<file path="src/rtl/jtvigil_iobus.sv">
// Z80 I/O-space block: port decode, bank/flip/sound-latch/scroll registers, vblank IRQ latch.
// Registered outputs, one clk after an accepted access. No backpressure: one access accepted per bus cycle.
module jtvigil_iobus #(
  parameter int         SCR_CH   = 2,
  parameter int         SCR_W    = 11,
  parameter int         BANK_W   = 3,
  parameter int         DBUF     = 1,
  parameter logic [7:0] SCR_BASE = 8'h80
) (
  input  logic                     clk,
  input  logic                     rst,
  input  logic                     cpu_cen,
  input  logic [7:0]               A,
  input  logic                     iorq_n,
  input  logic                     rd_n,
  input  logic                     wr_n,
  input  logic                     m1_n,
  input  logic [7:0]               cpu_dout,
  output logic [7:0]               io_dout,
  input  logic                     LVBL,
  input  logic                     dip_pause,
  input  logic [5:0]               joystick1,
  input  logic [5:0]               joystick2,
  input  logic [1:0]               start_button,
  input  logic [1:0]               coin_input,
  input  logic                     service,
  input  logic [7:0]               dipsw_a,
  input  logic [7:0]               dipsw_b,
  input  logic                     dip_flip,
  output logic                     int_n,
  output logic                     flip,
  output logic [BANK_W-1:0]        bank,
  output logic                     latch_wr,
  output logic [7:0]               latch_data,
  output logic [SCR_CH*SCR_W-1:0]  scr_pos,
  output logic [2:0]               scr_col
);

  logic             wr_act, rd_act, wr_last, rd_last, wr_stb, rd_stb;
  logic             lvbl_l, vb_edge, ack, flip_bit, pending;
  logic [7:0]       rd_mux;
  logic [SCR_W-1:0] shadow [SCR_CH];
  logic [SCR_W-1:0] vis    [SCR_CH];
  logic             unused_in;

  assign unused_in = coin_input[1];
  assign wr_act  = !iorq_n && !wr_n && m1_n;
  assign rd_act  = !iorq_n && !rd_n && m1_n;
  assign wr_stb  = cpu_cen && wr_act && !wr_last;
  assign rd_stb  = cpu_cen && rd_act && !rd_last;
  assign vb_edge = lvbl_l && !LVBL;
  assign ack     = !iorq_n && !m1_n;
  assign int_n   = ~pending;

  // last-seen flags reset to "active" so an access straddling reset is not taken again
  always_ff @(posedge clk) begin
    lvbl_l <= LVBL;
    if (rst) begin
      wr_last <= 1'b1;
      rd_last <= 1'b1;
    end else if (cpu_cen) begin
      wr_last <= wr_act;
      rd_last <= rd_act;
    end
  end

  always_ff @(posedge clk) begin
    if (rst) begin
      latch_wr   <= 1'b0;
      latch_data <= 8'h00;
      flip_bit   <= 1'b0;
      bank       <= '0;
      scr_col    <= 3'd0;
      for (int n = 0; n < SCR_CH; n++) shadow[n] <= '0;
    end else begin
      latch_wr <= 1'b0;
      if (wr_stb) begin
        case (A)
          8'h00: begin
            latch_data <= cpu_dout;
            latch_wr   <= 1'b1;
          end
          8'h01:   flip_bit <= cpu_dout[0];
          8'h04:   bank     <= cpu_dout[BANK_W-1:0];
          default: ;
        endcase
        for (int n = 0; n < SCR_CH; n++) begin
          if (A == SCR_BASE + 8'(2*n))     shadow[n][7:0]       <= cpu_dout;
          if (A == SCR_BASE + 8'(2*n + 1)) shadow[n][SCR_W-1:8] <= cpu_dout[SCR_W-9:0];
        end
        if (A == SCR_BASE + 8'(2*SCR_CH)) scr_col <= {cpu_dout[3], cpu_dout[1:0]};
      end
    end
  end

  // visible copy samples the pre-write shadow on the transfer clk
  always_ff @(posedge clk) begin
    if (rst) begin
      for (int n = 0; n < SCR_CH; n++) vis[n] <= '0;
    end else if (DBUF == 0 || vb_edge) begin
      for (int n = 0; n < SCR_CH; n++) vis[n] <= shadow[n];
    end
  end

  always_comb begin
    scr_pos = '0;
    for (int n = 0; n < SCR_CH; n++) scr_pos[n*SCR_W +: SCR_W] = vis[n];
  end

  always_ff @(posedge clk) begin
    if (rst) flip <= dip_flip;
    else     flip <= flip_bit ^ dip_flip;
  end

  always_ff @(posedge clk) begin
    if (rst)                         pending <= 1'b0;
    else if (ack)                    pending <= 1'b0;
    else if (vb_edge && dip_pause)   pending <= 1'b1;
  end

  always_comb begin
    rd_mux = 8'hff;
    case (A)
      8'h00: rd_mux = {4'hf, coin_input[0], service, start_button};
      8'h01: rd_mux = {joystick1[5], 1'b1, joystick1[4], 1'b1, joystick1[3:0]};
      8'h02: rd_mux = {joystick2[5], 1'b1, joystick2[4], 1'b1, joystick2[3:0]};
      8'h03: rd_mux = dipsw_a;
      8'h04: rd_mux = dipsw_b;
      default: ;
    endcase
  end

  always_ff @(posedge clk) begin
    if (rst)         io_dout <= 8'hff;
    else if (rd_stb) io_dout <= rd_mux;
  end

endmodule

</file>
<file path="config.mk">
export PLATFORM = sky130hd
export DESIGN_NAME = jtvigil_iobus
export DESIGN_NICKNAME = d
export VERILOG_FILES = /design/src/rtl/jtvigil_iobus.sv
export SDC_FILE = /design/constraint.sdc
export NUM_CORES = 1
export LEC_CHECK = 0
export ABC_AREA = 1
export CORE_MARGIN = 2
export CORE_UTILIZATION = 55
export DETAILED_ROUTE_END_ITERATION = 10
export DONT_BUFFER_PORTS = 1
export PLACE_DENSITY = 0.78
export SETUP_SLACK_MARGIN = 0.05
export SLEW_MARGIN = 25
export SYNTH_ARGS = -nofsm -noshare
export SYNTH_HDL_FRONTEND = slang
export SYNTH_SLANG_ARGS = --single-unit
</file>
<file path="constraint.sdc">
create_clock -name clk -period 2.2 [get_ports clk]
set_input_delay 0.33 -clock clk [delete_from_list [all_inputs] [get_ports clk]]
set_output_delay 0.33 -clock clk [all_outputs]
set_load 0.005 [all_outputs]
</file>
# Word level (Yosys, flattened, before mapping)
# Memories as Yosys holds them, arrays and structs flattened.
# Cells that the tools add are included.
word_totals:
  reg_bits: 29
  mem_bits_rw: 44
  in_bits: 59
  output_inout_bits: 47
  mem_count: 2
classes:
  eq_ne: 9
  mux: 30
  n_bitwise: 9
  reduce_logical: 25
mem_list:
  columns: ["name", "depth", "word_bits", "read_ports", "rd_clocked_by_memory_dff", "wr", "line", "rtl"]
  rows:
  - ["shadow", 2, 11, 2, 0, 2, "42", "logic [SCR_W-1:0] shadow [SCR_CH];"]
  - ["vis", 2, 11, 2, 0, 2, "43", "logic [SCR_W-1:0] vis [SCR_CH];"]
op_table:
  columns: ["op", "n"]
  rows:
  - ["$eq 8x8->1 const B", 5]
  - ["$pmux 8 s5", 1]
  - ["$mux 1", 23]
  - ["$mux 11", 2]
  - ["$eq 8x2->1 const B", 2]
  - ["$mux 8", 2]
  - ["$logic_and 1x1->1", 11]
  - ["$eq 8x1->1 const B", 1]
  - ["$eq 8x3->1 const B", 1]
  - ["$logic_not 8->1", 1]
  - ["$reduce_and 2->1", 4]
  - ["$logic_not 1->1", 7]
  - ["$mux 3", 2]
  - ["$or 1x1->1", 6]
  - ["$reduce_or 2->1", 2]
  - ["$not 1->1", 2]
  - ["$xor 1x1->1", 1]

# Logic depth before layout (Yosys ltp)
depth:
  depth_word: 9
  mapped_depth: 11
  mapped_depth_nobuf: 11

# Worst setup path after synthesis
# Ideal clock, no wire load.
synth_timing:
  path_type: "input port to flip-flop"
  start: "input wr_n"
  end: "memory shadow[1][0], enable pin"
  setup_time_ps: 387
  arrival_ps: 1571
  t_required_ps: 1813
  path_slack_ps: 243
  stages: 5
  path_buffers: 0
  path_cell_list: "nor2_1 nand4_2 nor2_4 inv_2 o31ai_1"
synth_rtl:
  columns: ["element", "line", "rtl"]
  rows:
  - ["from (decl)", "16", "input logic wr_n,"]
  - ["to (decl)", "42", null]

==> impl_metrics.xml <==
<?xml version="1.0" encoding="UTF-8"?>
<metrics>
  <group name="pwr">
    <metric name="ir_drop" unit="mV">0.3608</metric>
    <metric name="leakage" unit="nW">1.444</metric>
    <metric name="powerDensity" unit="nW/um2">778.1</metric>
  </group>
  <group name="yosys">
    <metric name="sequential_element_share_of_the_synthesized_area" unit="%">59.82</metric>
    <metric name="synth.top_cells.by_area" unit="">sky130_fd_sc_hd__edfxtp_1 42%, sky130_fd_sc_hd__dfxtp_1 18%, sky130_fd_sc_hd__nand2_1 7.1%, sky130_fd_sc_hd__nor2_1 5.7%, sky130_fd_sc_hd__inv_1 5.2%</metric>
    <metric name="synth.distinct_cells" unit="">28</metric>
    <metric name="postSynthNetCount" unit="">402</metric>
    <metric name="syn-cell-area" unit="um2">3179</metric>
    <metric name="synth_largest_area_cell" unit="">sky130_fd_sc_hd__edfxtp_1</metric>
    <metric name="synth.yosys.warnings" unit="">0</metric>
    <metric name="postSynthAreaPerCell" unit="um2">9.269</metric>
    <metric name="post-synth-top-area-fraction" unit="%">41.56</metric>
    <metric name="synthCells" unit="">343</metric>
    <metric name="ys_seq_elements" unit="">73</metric>
  </group>
  <group name="drt">
    <metric name="post_drt_via_cell_ratio" unit="">5.281</metric>
    <metric name="total_via_count_after_detailed_routing" unit="">2255</metric>
    <metric name="route.detailed.wl_per_inst" unit="um">14.63</metric>
    <metric name="drc" unit="">0</metric>
    <metric name="first_pass_iters" unit="">4</metric>
    <metric name="totalWireLength" unit="um">6247</metric>
    <metric name="antenna_violating_nets_remaining" unit="">0</metric>
    <metric name="drt_iter0_drc" unit="">92</metric>
  </group>
  <group name="sta">
    <metric name="clock_skew" unit="ns">0.01049</metric>
    <metric name="fin_crit" unit="ns">1.706</metric>
    <metric name="max_slew_margin" unit="%">58.55</metric>
    <metric name="hold_viol_final" unit="">0</metric>
    <metric name="post-route-period-util" unit="%">77.57</metric>
    <metric name="number_of_max_slew_violations_in_the_final_report" unit="">0</metric>
    <metric name="whs" unit="ns">0.05542</metric>
    <metric name="maxClockFrequency" unit="GHz">0.5860</metric>
    <metric name="max_slew.worst_pin.slew" unit="ns">0.6195</metric>
    <metric name="rsz0062_at_grt" unit="">false</metric>
    <metric name="timing.setup.tns" unit="ns">0</metric>
    <metric name="final-setup-viol-count" unit="">0</metric>
  </group>
  <group name="grt">
    <metric name="groute.usage.overall" unit="%">21.12</metric>
    <metric name="grt_max_degree" unit="">25</metric>
    <metric name="grt_pass1_wl" unit="um">10230</metric>
    <metric name="overflow_left_after_global_routing" unit="">0</metric>
    <metric name="grt_pass1_vias" unit="">2170</metric>
    <metric name="antenna_found_initial" unit="">0</metric>
  </group>
  <group name="worst_setup_path">
    <metric name="worst-endpoint-arrival" unit="ns">1.69</metric>
    <metric name="critPathMaxFanout" unit="">7</metric>
    <metric name="timing.critical_path.required" unit="ns">2.18</metric>
    <metric name="setup.worst_path.class" unit="">reg2reg</metric>
    <metric name="worst_path_dominant_cell_family" unit="">compound AO/OA/AOI/OAI gates</metric>
    <metric name="r2r-start" unit="">wr_last$_SDFFE_PP1P_</metric>
    <metric name="reg2reg_to" unit="">shadow[0][9]$_DFFE_PP_</metric>
    <metric name="path_cells" unit="">inv_1 &gt; nand4_2 &gt; nor2_4 &gt; inv_2 &gt; o31ai_1</metric>
    <metric name="timing.critical_path.buf_inv" unit="">2</metric>
    <metric name="ff2ff_path_depth" unit="">5</metric>
    <metric name="critical_path.startpoint_type" unit="">flip-flop</metric>
    <metric name="timing.critical_path.slowest_stage_cell" unit="">sky130_fd_sc_hd__o31ai_1</metric>
    <metric name="reg2reg_setup_slack" unit="ns">0.49</metric>
    <metric name="worstSetupEndpointType" unit="">flip-flop</metric>
    <metric name="cp_slowest_stage_delay" unit="ns">0.44</metric>
  </group>
  <group name="hold_path">
    <metric name="hold_start" unit="">rst</metric>
    <metric name="worst_hold_path.endpoint" unit="">latch_wr$_SDFF_PP0_</metric>
    <metric name="timing.hold.worst.class" unit="">in2reg</metric>
    <metric name="worst_hold_path.num_cells" unit="">1</metric>
  </group>
  <group name="die">
    <metric name="die_h" unit="um">80.03</metric>
    <metric name="design.die.area" unit="um2">6405</metric>
    <metric name="ioPinCount" unit="">106</metric>
    <metric name="floorplan.die.width" unit="um">80.03</metric>
    <metric name="core_area" unit="um2">5540</metric>
    <metric name="initial_core_util" unit="%">57.38</metric>
    <metric name="fp-row-count" unit="">27</metric>
  </group>
  <group name="clock_network">
    <metric name="post_cts_resized" unit="">0</metric>
    <metric name="cts.sinks" unit="">73</metric>
    <metric name="cts_htree_levels" unit="">3</metric>
    <metric name="cts_made_buffers" unit="">9</metric>
    <metric name="cts_buffer_depth" unit="">2</metric>
    <metric name="cts_tree" unit="">built</metric>
    <metric name="cts_root_buf" unit="">sky130_fd_sc_hd__clkbuf_8</metric>
    <metric name="worstSkewPairLatency" unit="ns">0.34</metric>
    <metric name="clk_pin_slew" unit="ns">0.08</metric>
  </group>
  <group name="placement">
    <metric name="port-buffer-count" unit="">0</metric>
    <metric name="dp_hpwl" unit="um">4667</metric>
    <metric name="place_congestion" unit="">0.7928</metric>
  </group>
  <group name="final_layout">
    <metric name="syn2layout_area_growth" unit="%">9.288</metric>
    <metric name="most-common-layout-cells" unit="">60 x sky130_fd_sc_hd__nand2_1, 48 x sky130_fd_sc_hd__nor2_1, 44 x sky130_fd_sc_hd__inv_1, 44 x sky130_fd_sc_hd__edfxtp_1</metric>
    <metric name="fill_count" unit="">475</metric>
    <metric name="antennaDiodeCount" unit="">0</metric>
    <metric name="layout-drive-gt1-share" unit="%">15.49</metric>
    <metric name="final_common_cell" unit="">sky130_fd_sc_hd__nand2_1</metric>
    <metric name="final_net_count" unit="">409</metric>
  </group>
  <group name="outcome">
    <metric name="run_status" unit="">finished clean</metric>
  </group>
  <group name="job">
    <metric name="timing.max_cap.violations" unit="">0</metric>
  </group>
</metrics>
## registers in the layout (all words and copies together) (netlist names)
register and flops:
scr_col 3, rd_last 1, lvbl_l 1, vis 22, bank 3, shadow 22
wr_last 1, pending 1, flip 1, flip_bit 1, latch_data 8, io_dout 8
latch_wr 1
## per-layer routing
layer  up-vias  GRT usage (%)  wire length (um)
met3        13          8.145               461
li1       1131              -                 -
met5         -              0                 0
met1      1013          24.87              2593
met2        98          34.83              3060
met4         0          8.136               131
## metrics by stage
step,power [mW],instances,instance area (um2),setup WS [ns],util [%]
finish,2.703,427,3475,0.4936,62.71
global route,2.796,427,3475,0.3956,62.71
CTS,2.729,427,3475,0.4953,62.71
detailed placement,1.650,410,3252,0.3951,58.69
global placement,1.644,410,3252,0.4587,58.69
floorplan,1.622,343,3179,0.2426,-
## power by group
part / leakage [nW] / switching [mW] / internal [mW] / total, mW
clock network: 0.105 / 0.515 / 0.570 / 1.08
registers: 0.696 / 0.0197 / 1.49 / 1.51
logic: 0.643 / 0.0772 / 0.0300 / 0.107
total: 1.44 / 0.612 / 2.09 / 2.70
## what timing repair did
item	CTS	global route
hold buffers	1	0
hold endpoints to repair	1	0
setup buffers	0	0
## final cells by class
type	count	area [um2]	share of cell area, %
multi-input cells	209	1030	29.64
clock inverters	6	75.07	2.161
flip-flops and latches	73	1902	54.74
inverters	51	192.7	5.546
well taps	72	90.09	2.593
clock buffers	10	137.6	3.961
repair buffers	6	47.55	1.368
## cells in the mapped netlist
cell                         n
sky130_fd_sc_hd__nand3_1    29
sky130_fd_sc_hd__o211ai_1    2
sky130_fd_sc_hd__clkinv_2    1
sky130_fd_sc_hd__clkbuf_1    1
sky130_fd_sc_hd__buf_2       8
sky130_fd_sc_hd__nand4_2     1
sky130_fd_sc_hd__or2_2       2
sky130_fd_sc_hd__inv_2       6
sky130_fd_sc_hd__o31ai_1     2
sky130_fd_sc_hd__a21oi_1    21
sky130_fd_sc_hd__o21ai_1     3
sky130_fd_sc_hd__buf_6       1
sky130_fd_sc_hd__nor2_2      6
sky130_fd_sc_hd__nand2_2     6
sky130_fd_sc_hd__nor2_1     48
sky130_fd_sc_hd__nand2_4     2
sky130_fd_sc_hd__o21ai_2     2
sky130_fd_sc_hd__edfxtp_1   44
sky130_fd_sc_hd__nor2_8      1
sky130_fd_sc_hd__xor2_1      1
sky130_fd_sc_hd__nor2_4      4
sky130_fd_sc_hd__nand4_1     2
sky130_fd_sc_hd__o2111ai_2   1
sky130_fd_sc_hd__a21oi_2     2
sky130_fd_sc_hd__dfxtp_1    29
sky130_fd_sc_hd__nand2_1    60
sky130_fd_sc_hd__inv_1      44
sky130_fd_sc_hd__o21ai_0    14
## worst max-delay path by stage
stage / from / to / slack [ns] / cells past startpoint
global route: wr_last$_SDFFE_PP1P_ / shadow[0][9]$_DFFE_PP_ / 0.40 / 5
finish: wr_last$_SDFFE_PP1P_ / shadow[0][9]$_DFFE_PP_ / 0.49 / 5
global placement: wr_n / shadow[0][10]$_DFFE_PP_ / 0.46 / 5
CTS: wr_last$_SDFFE_PP1P_ / shadow[0][9]$_DFFE_PP_ / 0.50 / 5
floorplan: wr_n / shadow[1][0]$_DFFE_PP_ / 0.24 / 5
detailed placement: wr_n / shadow[0][9]$_DFFE_PP_ / 0.40 / 5
## kinds of logic (layout without fill, tap and decap cells)
| kind of cell | Yosys count | in the layout | share of synthesized area (%) |
|---|---|---|---|
| AND/OR/NAND/NOR | 161 | 161 | 23.61 |
| flip-flops | 73 | 73 | 59.82 |
| buffers and inverters | 61 | 73 | 7.792 |
| AO/OA/AOI/OAI | 47 | 47 | 8.500 |
| XOR/XNOR | 1 | 1 | 0.2755 |
Power figures use the tool's default switching activity.
